**config.mk**
```make
export PLATFORM = sky130hd
export DESIGN_NAME = mdio_host_sequencer_flat
export DESIGN_NICKNAME = d
export VERILOG_FILES = /design/src/rtl/mdio_host_sequencer_if.sv /design/src/rtl/mdio_host_sequencer.sv /design/src/flat_wrapper.sv
export SDC_FILE = /design/constraint.sdc
export NUM_CORES = 1
export LEC_CHECK = 0
export ABC_AREA = 1
export CORE_ASPECT_RATIO = 1.25
export CORE_MARGIN = 5
export CORE_UTILIZATION = 43
export DETAILED_ROUTE_END_ITERATION = 7
export DONT_BUFFER_PORTS = 1
export GPL_TIMING_DRIVEN = 0
export PLACE_DENSITY = 0.65
export SKIP_LAST_GASP = 1
export SYNTH_ARGS = -nofsm -noshare
export SYNTH_HDL_FRONTEND = slang
export SYNTH_SLANG_ARGS = --single-unit
```
**constraint.sdc**
```tcl
create_clock -name clk -period 7.8 [get_ports clk]
set_input_delay 1.56 -clock clk [delete_from_list [all_inputs] [get_ports clk]]
set_output_delay 1.56 -clock clk [all_outputs]
set_load 0.02 [all_outputs]
```
**src/rtl/mdio_host_sequencer_if.sv**
```systemverilog
// mdio_host_sequencer_if: host command, generator and response signals of the MDIO host sequencer
interface mdio_host_sequencer_if #(parameter int DEPTH = 4);
  logic                     cmd_valid;
  logic                     cmd_ready;
  logic [1:0]               cmd_op;
  logic [4:0]               cmd_phy;
  logic [4:0]               cmd_reg;
  logic [15:0]              cmd_wdata;
  logic                     cmd_err;
  logic                     start_stb;
  logic [31:0]              transaccion;
  logic                     mdc;
  logic                     mdio_in;
  logic                     rsp_valid;
  logic                     rsp_is_read;
  logic [15:0]              rsp_data;
  logic                     rsp_err;
  logic                     busy;
  logic [$clog2(DEPTH):0]   queue_count;
  modport slave (
    input  cmd_valid, cmd_op, cmd_phy, cmd_reg, cmd_wdata, mdc, mdio_in,
    output cmd_ready, cmd_err, start_stb, transaccion, rsp_valid, rsp_is_read, rsp_data, rsp_err, busy, queue_count
  );
  modport master (
    output cmd_valid, cmd_op, cmd_phy, cmd_reg, cmd_wdata, mdc, mdio_in,
    input  cmd_ready, cmd_err, start_stb, transaccion, rsp_valid, rsp_is_read, rsp_data, rsp_err, busy, queue_count
  );
endinterface

```
**src/rtl/mdio_host_sequencer.sv**
```systemverilog
// mdio_host_sequencer: queues MDIO commands, launches frames, tracks mdc and returns responses; MDIO_TIMEOUT_EN adds a RUN watchdog
module mdio_host_sequencer #(
  parameter int DEPTH       = 4,
  parameter int FRAME_MDC   = 64,
  parameter int TIMEOUT_CYC = 1024
) (
  input logic                  clk,
  input logic                  reset,
  mdio_host_sequencer_if.slave bus
);
  localparam int AW = $clog2(DEPTH);
  localparam int CW = $clog2(FRAME_MDC + 1);
  typedef enum logic [2:0] {IDLE, START, RUN, DONE, GAP} state_t;
  state_t        state_q, state_d;
  logic [31:0]   mem_q [DEPTH];
  logic [AW-1:0] wptr_q, wptr_d, rptr_q, rptr_d;
  logic [AW:0]   count_q, count_d;
  logic [31:0]   tq_q, tq_d, frame;
  logic [CW-1:0] cnt_q, cnt_d;
  logic [15:0]   sh_q, sh_d, rsp_data_q, rsp_data_d;
  logic          rsp_is_read_q, rsp_is_read_d, cmd_err_q, cmd_err_d, mdc_q;
  logic          full, acc, legal, push, pop, is_read, mdc_rise, done_go, timeout;
  always_comb begin
    full      = count_q == (AW + 1)'(DEPTH);
    acc       = bus.cmd_valid & ~full;
    legal     = bus.cmd_op == 2'b01 || bus.cmd_op == 2'b10;
    push      = acc & legal;
    frame     = {2'b01, bus.cmd_op, bus.cmd_phy, bus.cmd_reg, bus.cmd_op == 2'b01 ? {2'b10, bus.cmd_wdata} : 18'h0};
    is_read   = tq_q[29:28] == 2'b10;
    mdc_rise  = bus.mdc & ~mdc_q;
    pop       = state_q == IDLE && count_q != '0;
    wptr_d    = wptr_q + AW'(push);
    rptr_d    = rptr_q + AW'(pop);
    count_d   = count_q + (AW + 1)'(push) - (AW + 1)'(pop);
    cmd_err_d = acc & ~legal;
  end
  always_comb begin
    state_d = state_q;
    tq_d    = tq_q;
    cnt_d   = cnt_q;
    sh_d    = sh_q;
    case (state_q)
      IDLE: begin
        tq_d    = pop ? mem_q[rptr_q] : tq_q;
        state_d = pop ? START : IDLE;
      end
      START: begin
        cnt_d   = '0;
        sh_d    = '0;
        state_d = RUN;
      end
      RUN: begin
        cnt_d   = cnt_q + CW'(mdc_rise);
        sh_d    = mdc_rise && is_read && cnt_q >= CW'(FRAME_MDC - 16) ? {sh_q[14:0], bus.mdio_in} : sh_q;
        state_d = cnt_d == CW'(FRAME_MDC) || timeout ? DONE : RUN;
      end
      DONE:    state_d = GAP;
      GAP:     state_d = bus.mdc ? GAP : IDLE;
      default: state_d = IDLE;
    endcase
    done_go       = state_q == RUN && state_d == DONE;
    rsp_is_read_d = done_go ? is_read : rsp_is_read_q;
    rsp_data_d    = done_go ? (timeout ? 16'hFFFF : is_read ? sh_d : 16'h0) : rsp_data_q;
  end
  always_ff @(posedge clk or negedge reset) begin
    if (!reset) begin
      state_q       <= IDLE;
      wptr_q        <= '0;
      rptr_q        <= '0;
      count_q       <= '0;
      tq_q          <= '0;
      cnt_q         <= '0;
      sh_q          <= '0;
      rsp_data_q    <= '0;
      rsp_is_read_q <= 1'b0;
      cmd_err_q     <= 1'b0;
      mdc_q         <= 1'b0;
    end else begin
      state_q       <= state_d;
      wptr_q        <= wptr_d;
      rptr_q        <= rptr_d;
      count_q       <= count_d;
      tq_q          <= tq_d;
      cnt_q         <= cnt_d;
      sh_q          <= sh_d;
      rsp_data_q    <= rsp_data_d;
      rsp_is_read_q <= rsp_is_read_d;
      cmd_err_q     <= cmd_err_d;
      mdc_q         <= bus.mdc;
    end
  end
  always_ff @(posedge clk) begin
    if (push) mem_q[wptr_q] <= frame;
  end
`ifdef MDIO_TIMEOUT_EN
  localparam int TW = $clog2(TIMEOUT_CYC + 1);
  logic [TW-1:0] wd_q, wd_d;
  logic          rsp_err_q, rsp_err_d;
  always_comb begin
    wd_d      = state_q == RUN && !mdc_rise ? wd_q + 1'b1 : '0;
    timeout   = state_q == RUN && !mdc_rise && wd_d == TW'(TIMEOUT_CYC);
    rsp_err_d = done_go ? timeout : rsp_err_q;
  end
  always_ff @(posedge clk or negedge reset) begin
    if (!reset) begin
      wd_q      <= '0;
      rsp_err_q <= 1'b0;
    end else begin
      wd_q      <= wd_d;
      rsp_err_q <= rsp_err_d;
    end
  end
  assign bus.rsp_err = rsp_err_q;
`else
  assign timeout     = 1'b0;
  assign bus.rsp_err = 1'b0;
`endif
  assign bus.cmd_ready   = ~full;
  assign bus.cmd_err     = cmd_err_q;
  assign bus.start_stb   = state_q == START;
  assign bus.transaccion = tq_q;
  assign bus.rsp_valid   = state_q == DONE;
  assign bus.rsp_is_read = rsp_is_read_q;
  assign bus.rsp_data    = rsp_data_q;
  assign bus.busy        = state_q != IDLE || count_q != '0;
  assign bus.queue_count = count_q;
endmodule

```
**src/flat_wrapper.sv**
```systemverilog
// flat-port wrapper written by rule: the top's interface ports become plain ports
module mdio_host_sequencer_flat 
#(
  parameter int DEPTH       = 4,
  parameter int FRAME_MDC   = 64,
  parameter int TIMEOUT_CYC = 1024
)
  (clk, reset, bus_cmd_valid, bus_cmd_op, bus_cmd_phy, bus_cmd_reg, bus_cmd_wdata, bus_mdc, bus_mdio_in, bus_cmd_ready, bus_cmd_err, bus_start_stb, bus_transaccion, bus_rsp_valid, bus_rsp_is_read, bus_rsp_data, bus_rsp_err, bus_busy, bus_queue_count);
  mdio_host_sequencer_if #(.DEPTH(DEPTH)) bus_i ();
  input logic clk;
  input logic reset;
  input wire logic [$bits(bus_i.cmd_valid)-1:0] bus_cmd_valid;
  input wire logic [$bits(bus_i.cmd_op)-1:0] bus_cmd_op;
  input wire logic [$bits(bus_i.cmd_phy)-1:0] bus_cmd_phy;
  input wire logic [$bits(bus_i.cmd_reg)-1:0] bus_cmd_reg;
  input wire logic [$bits(bus_i.cmd_wdata)-1:0] bus_cmd_wdata;
  input wire logic [$bits(bus_i.mdc)-1:0] bus_mdc;
  input wire logic [$bits(bus_i.mdio_in)-1:0] bus_mdio_in;
  output wire logic [$bits(bus_i.cmd_ready)-1:0] bus_cmd_ready;
  output wire logic [$bits(bus_i.cmd_err)-1:0] bus_cmd_err;
  output wire logic [$bits(bus_i.start_stb)-1:0] bus_start_stb;
  output wire logic [$bits(bus_i.transaccion)-1:0] bus_transaccion;
  output wire logic [$bits(bus_i.rsp_valid)-1:0] bus_rsp_valid;
  output wire logic [$bits(bus_i.rsp_is_read)-1:0] bus_rsp_is_read;
  output wire logic [$bits(bus_i.rsp_data)-1:0] bus_rsp_data;
  output wire logic [$bits(bus_i.rsp_err)-1:0] bus_rsp_err;
  output wire logic [$bits(bus_i.busy)-1:0] bus_busy;
  output wire logic [$bits(bus_i.queue_count)-1:0] bus_queue_count;
  assign bus_i.cmd_valid = bus_cmd_valid;
  assign bus_i.cmd_op = bus_cmd_op;
  assign bus_i.cmd_phy = bus_cmd_phy;
  assign bus_i.cmd_reg = bus_cmd_reg;
  assign bus_i.cmd_wdata = bus_cmd_wdata;
  assign bus_i.mdc = bus_mdc;
  assign bus_i.mdio_in = bus_mdio_in;
  assign bus_cmd_ready = bus_i.cmd_ready;
  assign bus_cmd_err = bus_i.cmd_err;
  assign bus_start_stb = bus_i.start_stb;
  assign bus_transaccion = bus_i.transaccion;
  assign bus_rsp_valid = bus_i.rsp_valid;
  assign bus_rsp_is_read = bus_i.rsp_is_read;
  assign bus_rsp_data = bus_i.rsp_data;
  assign bus_rsp_err = bus_i.rsp_err;
  assign bus_busy = bus_i.busy;
  assign bus_queue_count = bus_i.queue_count;
  mdio_host_sequencer #(.DEPTH(DEPTH), .FRAME_MDC(FRAME_MDC), .TIMEOUT_CYC(TIMEOUT_CYC)) u_core (.clk(clk), .reset(reset), .bus(bus_i));
endmodule
```
==> results.py <==
metrics = {
    "timing": {
        "finalSetupTns_ns": 0,
        "maxSlewHeadroom_pct": 59.12,
        "worst_pin_slew_ns": 0.6133,
        "post-route-period-util_pct": 43.04,
        "slew_viol_final": 0,
        "fin_skew_ns": 0.01021,
        "final.min_clock_period_ns": 3.357,
        "max_freq_ghz": 0.2979,
        "rsz0062_at_grt": "false",
        "finalHoldViolations": 0,
        "finalSetupViolCount": 0,
    },
    "pwr": {
        "p_per_area_nw_per_um2": 305.5,
        "p_total_uw": 2752,
        "combPwrFrac_pct": 14.9,
        "switching_share_pct": 29.93,
        "power.leakage_uw": 0.003771,
        "internal-power_uw": 1929,
        "p_switching_uw": 823.7,
        "clkPwrFrac_pct": 32.4,
        "seq_power_share_pct": 52.7,
        "peakVddDrop_mv": 0.1572,
    },
    "grt": {
        "grt_pass1_wl_um": 28350,
        "grt_overflow": 0,
        "grt_max_degree": 83,
        "grt_util_all_layers_pct": 16.76,
        "grt_pass1_vias": 5371,
        "antenna_found_initial": 0,
    },
    "worst_setup_path": {
        "critPathMaxStageDelay_ns": 0.52,
        "critPathLaunchType": "flip-flop",
        "r2r_start": "u_core.bus.queue_count[1]$_DFF_PN0_",
        "crit_end": "bus_busy",
        "cpLargestDelayFamily": "simple AND/OR/NAND/NOR gates",
        "r2r_cells": 9,
        "cp.depth": 2,
        "cp-startpoint": "u_core.bus.queue_count[1]$_DFF_PN0_",
        "worstPathMaxFanout": 5,
        "worst_ep_required_time_ns": 6.24,
        "cp.arrival_ns": 1.80,
        "crit_path_cell_trace": "nor3_1 -> nand4_1",
        "path_class": "reg2out",
        "cp.buffers_inverters": 0,
        "endpoint_kind": "primary output",
        "cp_slowest_cell": "dfrtp_1",
        "rr_endpoint": "u_core.bus.queue_count[1]$_DFF_PN0_",
        "reg2reg_slack_ns": 5.06,
    },
    "synth": {
        "yosys_warnings": 0,
        "synthArstFlopShare_pct": 41.41,
        "yosysUniqueCellTypes": 32,
        "ys.flop_type": "edfxtp_1",
        "yosys.area.top_type": "edfxtp_1",
        "ys_top_cells_by_count": "nand2_1 (204), edfxtp_1 (116), nor2_1 (94)",
        "netlist_instances": 701,
        "yosysMostFrequentCell": "nand2_1",
        "postSynthAreaPerCell_sq_um": 11.35,
        "netlist_area_sq_um": 7955,
        "ys_top_cells_by_area": "edfxtp_1 (44%), dfrtp_1 (26%), nand2_1 (9.6%)",
        "ys_ff_latch": 198,
        "ys_seq_area_share_pct": 69.58,
        "synth_top_area_share_pct": 43.79,
        "synth_edf_count": 116,
    },
    "drt": {
        "vias_per_cell": 5.289,
        "vias": 5157,
        "drt_iter0_drc": 326,
        "first_pass_iters": 5,
        "drtAntennaViolNets": 0,
        "drcViolationCount": 0,
        "drt_wl_total_um": 17630,
        "wire_per_inst_um": 18.09,
    },
    "min_path": {
        "min_path_type": "reg2reg",
        "worstHoldStart": "u_core.sh_q[15]$_DFF_PN0_",
    },
    "clocking": {
        "post_cts_buffers": 0,
        "cts_tree": "built",
        "worstSkewPairLatency_ns": 0.43,
        "htree_num_levels": 4,
        "cts_root_buffer": "clkbuf_16",
        "cts-resized-gates": 0,
        "cts_hold_buffers": 0,
        "cts_inserted_buffers": 17,
        "cts_sinks": 198,
        "path_clk_slew_ns": 0.06,
        "clock_path_buffers": 2,
    },
    "cells_and_area": {
        "num-fill-cells": 1635,
        "area.sequential_sq_um": 5535,
        "diodes": 0,
        "multi_input_area_sq_um": 2101,
        "area_growth_pct": 13.24,
        "final_area_sq_um": 9009,
        "layout.nets": 775,
        "drive_above_1_share_pct": 11.24,
    },
    "floorplan": {
        "die_area_sq_um": 21340,
        "initial_utilization_pct": 43.79,
        "die_h_um": 162.1,
        "pin_count": 91,
        "die_w_um": 131.7,
        "coreArea_sq_um": 18170,
        "num_rows": 55,
    },
    "flow_run": {
        "max_cap_viol_count": 0,
    },
    "place": {
        "dpl_cell_area_sq_um": 8399,
        "port_buffers": 0,
        "place_congestion": 0.7781,
        "place_hpwl_um": 12120,
    },
    "outcome": {
        "outcome": "finished, final reports clean",
    },
}
[through the flow]
stage | cells | hold slack (ns) | setup slack, ns | util [%]
after global routing | 975 | 0.5332 | 4.359 | 49.59
final | 975 | 0.4885 | 4.443 | 49.59
after detailed placement | 943 | 0.4706 | 4.361 | 46.23
after floorplan | 703 | 0.4377 | 3.210 | -
after global placement | 931 | 0.4583 | 1.392 | 45.40
after CTS | 975 | 0.4877 | 4.411 | 49.59
[layout by cell type (no fill, tap or decap), types with 2 or more instances in the layout]
master	count
xor2_1	2
clkinv_1	2
inv_2	3
o21ai_0	34
conb_1	3
clkbuf_1	15
buf_1	3
nand2_1	204
xnor2_1	2
ha_1	7
nand2_2	4
inv_1	39
nand4_1	19
o32ai_1	30
clkinv_2	2
o22ai_1	3
nor2_4	3
inv_6	4
dfrtp_1	82
edfxtp_1	116
buf_4	6
nor3_2	5
buf_2	10
clkbuf_16	17
nor2_8	2
buf_6	14
nor2_1	94
bufinv_16	3
nand3_1	5
nand3_2	3
[logic make-up after synthesis]
group | count (synthesis) | share of synthesized area (%)
compound gates | 69 | 5.851
buf+inv | 78 | 4.357
xor+xnor | 4 | 0.4405
other cells | 1 | 0.04714
simple gates | 343 | 18.37
flops | 198 | 69.58
fa+ha+maj | 8 | 1.353
[routing by layer]
layer  routed length (um)  vias to the layer above  global-route usage [%]
li1                     -                     2432                       -
met3                 1082                       26                   4.740
met4                  342                        0                   5.332
met5                    0                        -                       0
met2                 8933                      178                   28.93
met1                 7274                     2521                   20.44
[flip-flops by register name (all words and copies together), names as in the netlist]
name and flops:
u_core.bus.cmd_err 1, u_core.bus.rsp_is_read 1, u_core.cnt_q 7, u_core.sh_q 16, u_core.state_q 3, u_core.bus.rsp_data 16, u_core.bus.queue_count 3, u_core.bus.transaccion 30
u_core.mem_q 116, u_core.mdc_q 1, u_core.wptr_q 2, u_core.rptr_q 2
[area by class of cell]
cell class | count | area share [%]
plain buffers | 36 | 2.097
flip-flops and latches | 198 | 61.44
clock buffers | 18 | 4.875
clock inverters | 14 | 1.889
well taps | 228 | 3.167
repair buffers | 12 | 1.458
inverters | 42 | 1.750
multi-input cells | 427 | 23.32
[power groups by stage]
| stage | Clock (uW) | Combinational [uW] | Sequential (uW) |
|---|---|---|---|
| 6_report | 893 | 409 | 1450 |
| 3_5_place_dp | 0 | 413 | 1470 |
| 3_3_place_gp | 0 | 369 | 1480 |
| 2_1_floorplan | 0 | 302 | 1440 |
| 4_1_cts | 912 | 414 | 1450 |
| 5_1_grt | 957 | 460 | 1470 |
[worst min-delay path, delay by kind of cell, from the launching register on]
kind             cells  cell delay (ns)
AND/OR/NAND/NOR      2             0.13
flip-flops           1             0.32
[worst min path at each step]
stage,endpoint,slack (ns),cells after the start
finish,u_core.sh_q[15]$_DFF_PN0_,0.49,2
global route,u_core.sh_q[15]$_DFF_PN0_,0.53,2
CTS,u_core.sh_q[15]$_DFF_PN0_,0.49,2
detailed placement,u_core.sh_q[15]$_DFF_PN0_,0.47,2
global placement,u_core.sh_q[15]$_DFF_PN0_,0.46,2
floorplan,u_core.sh_q[15]$_DFF_PN0_,0.44,2
(Power assumes the default switching activity.)
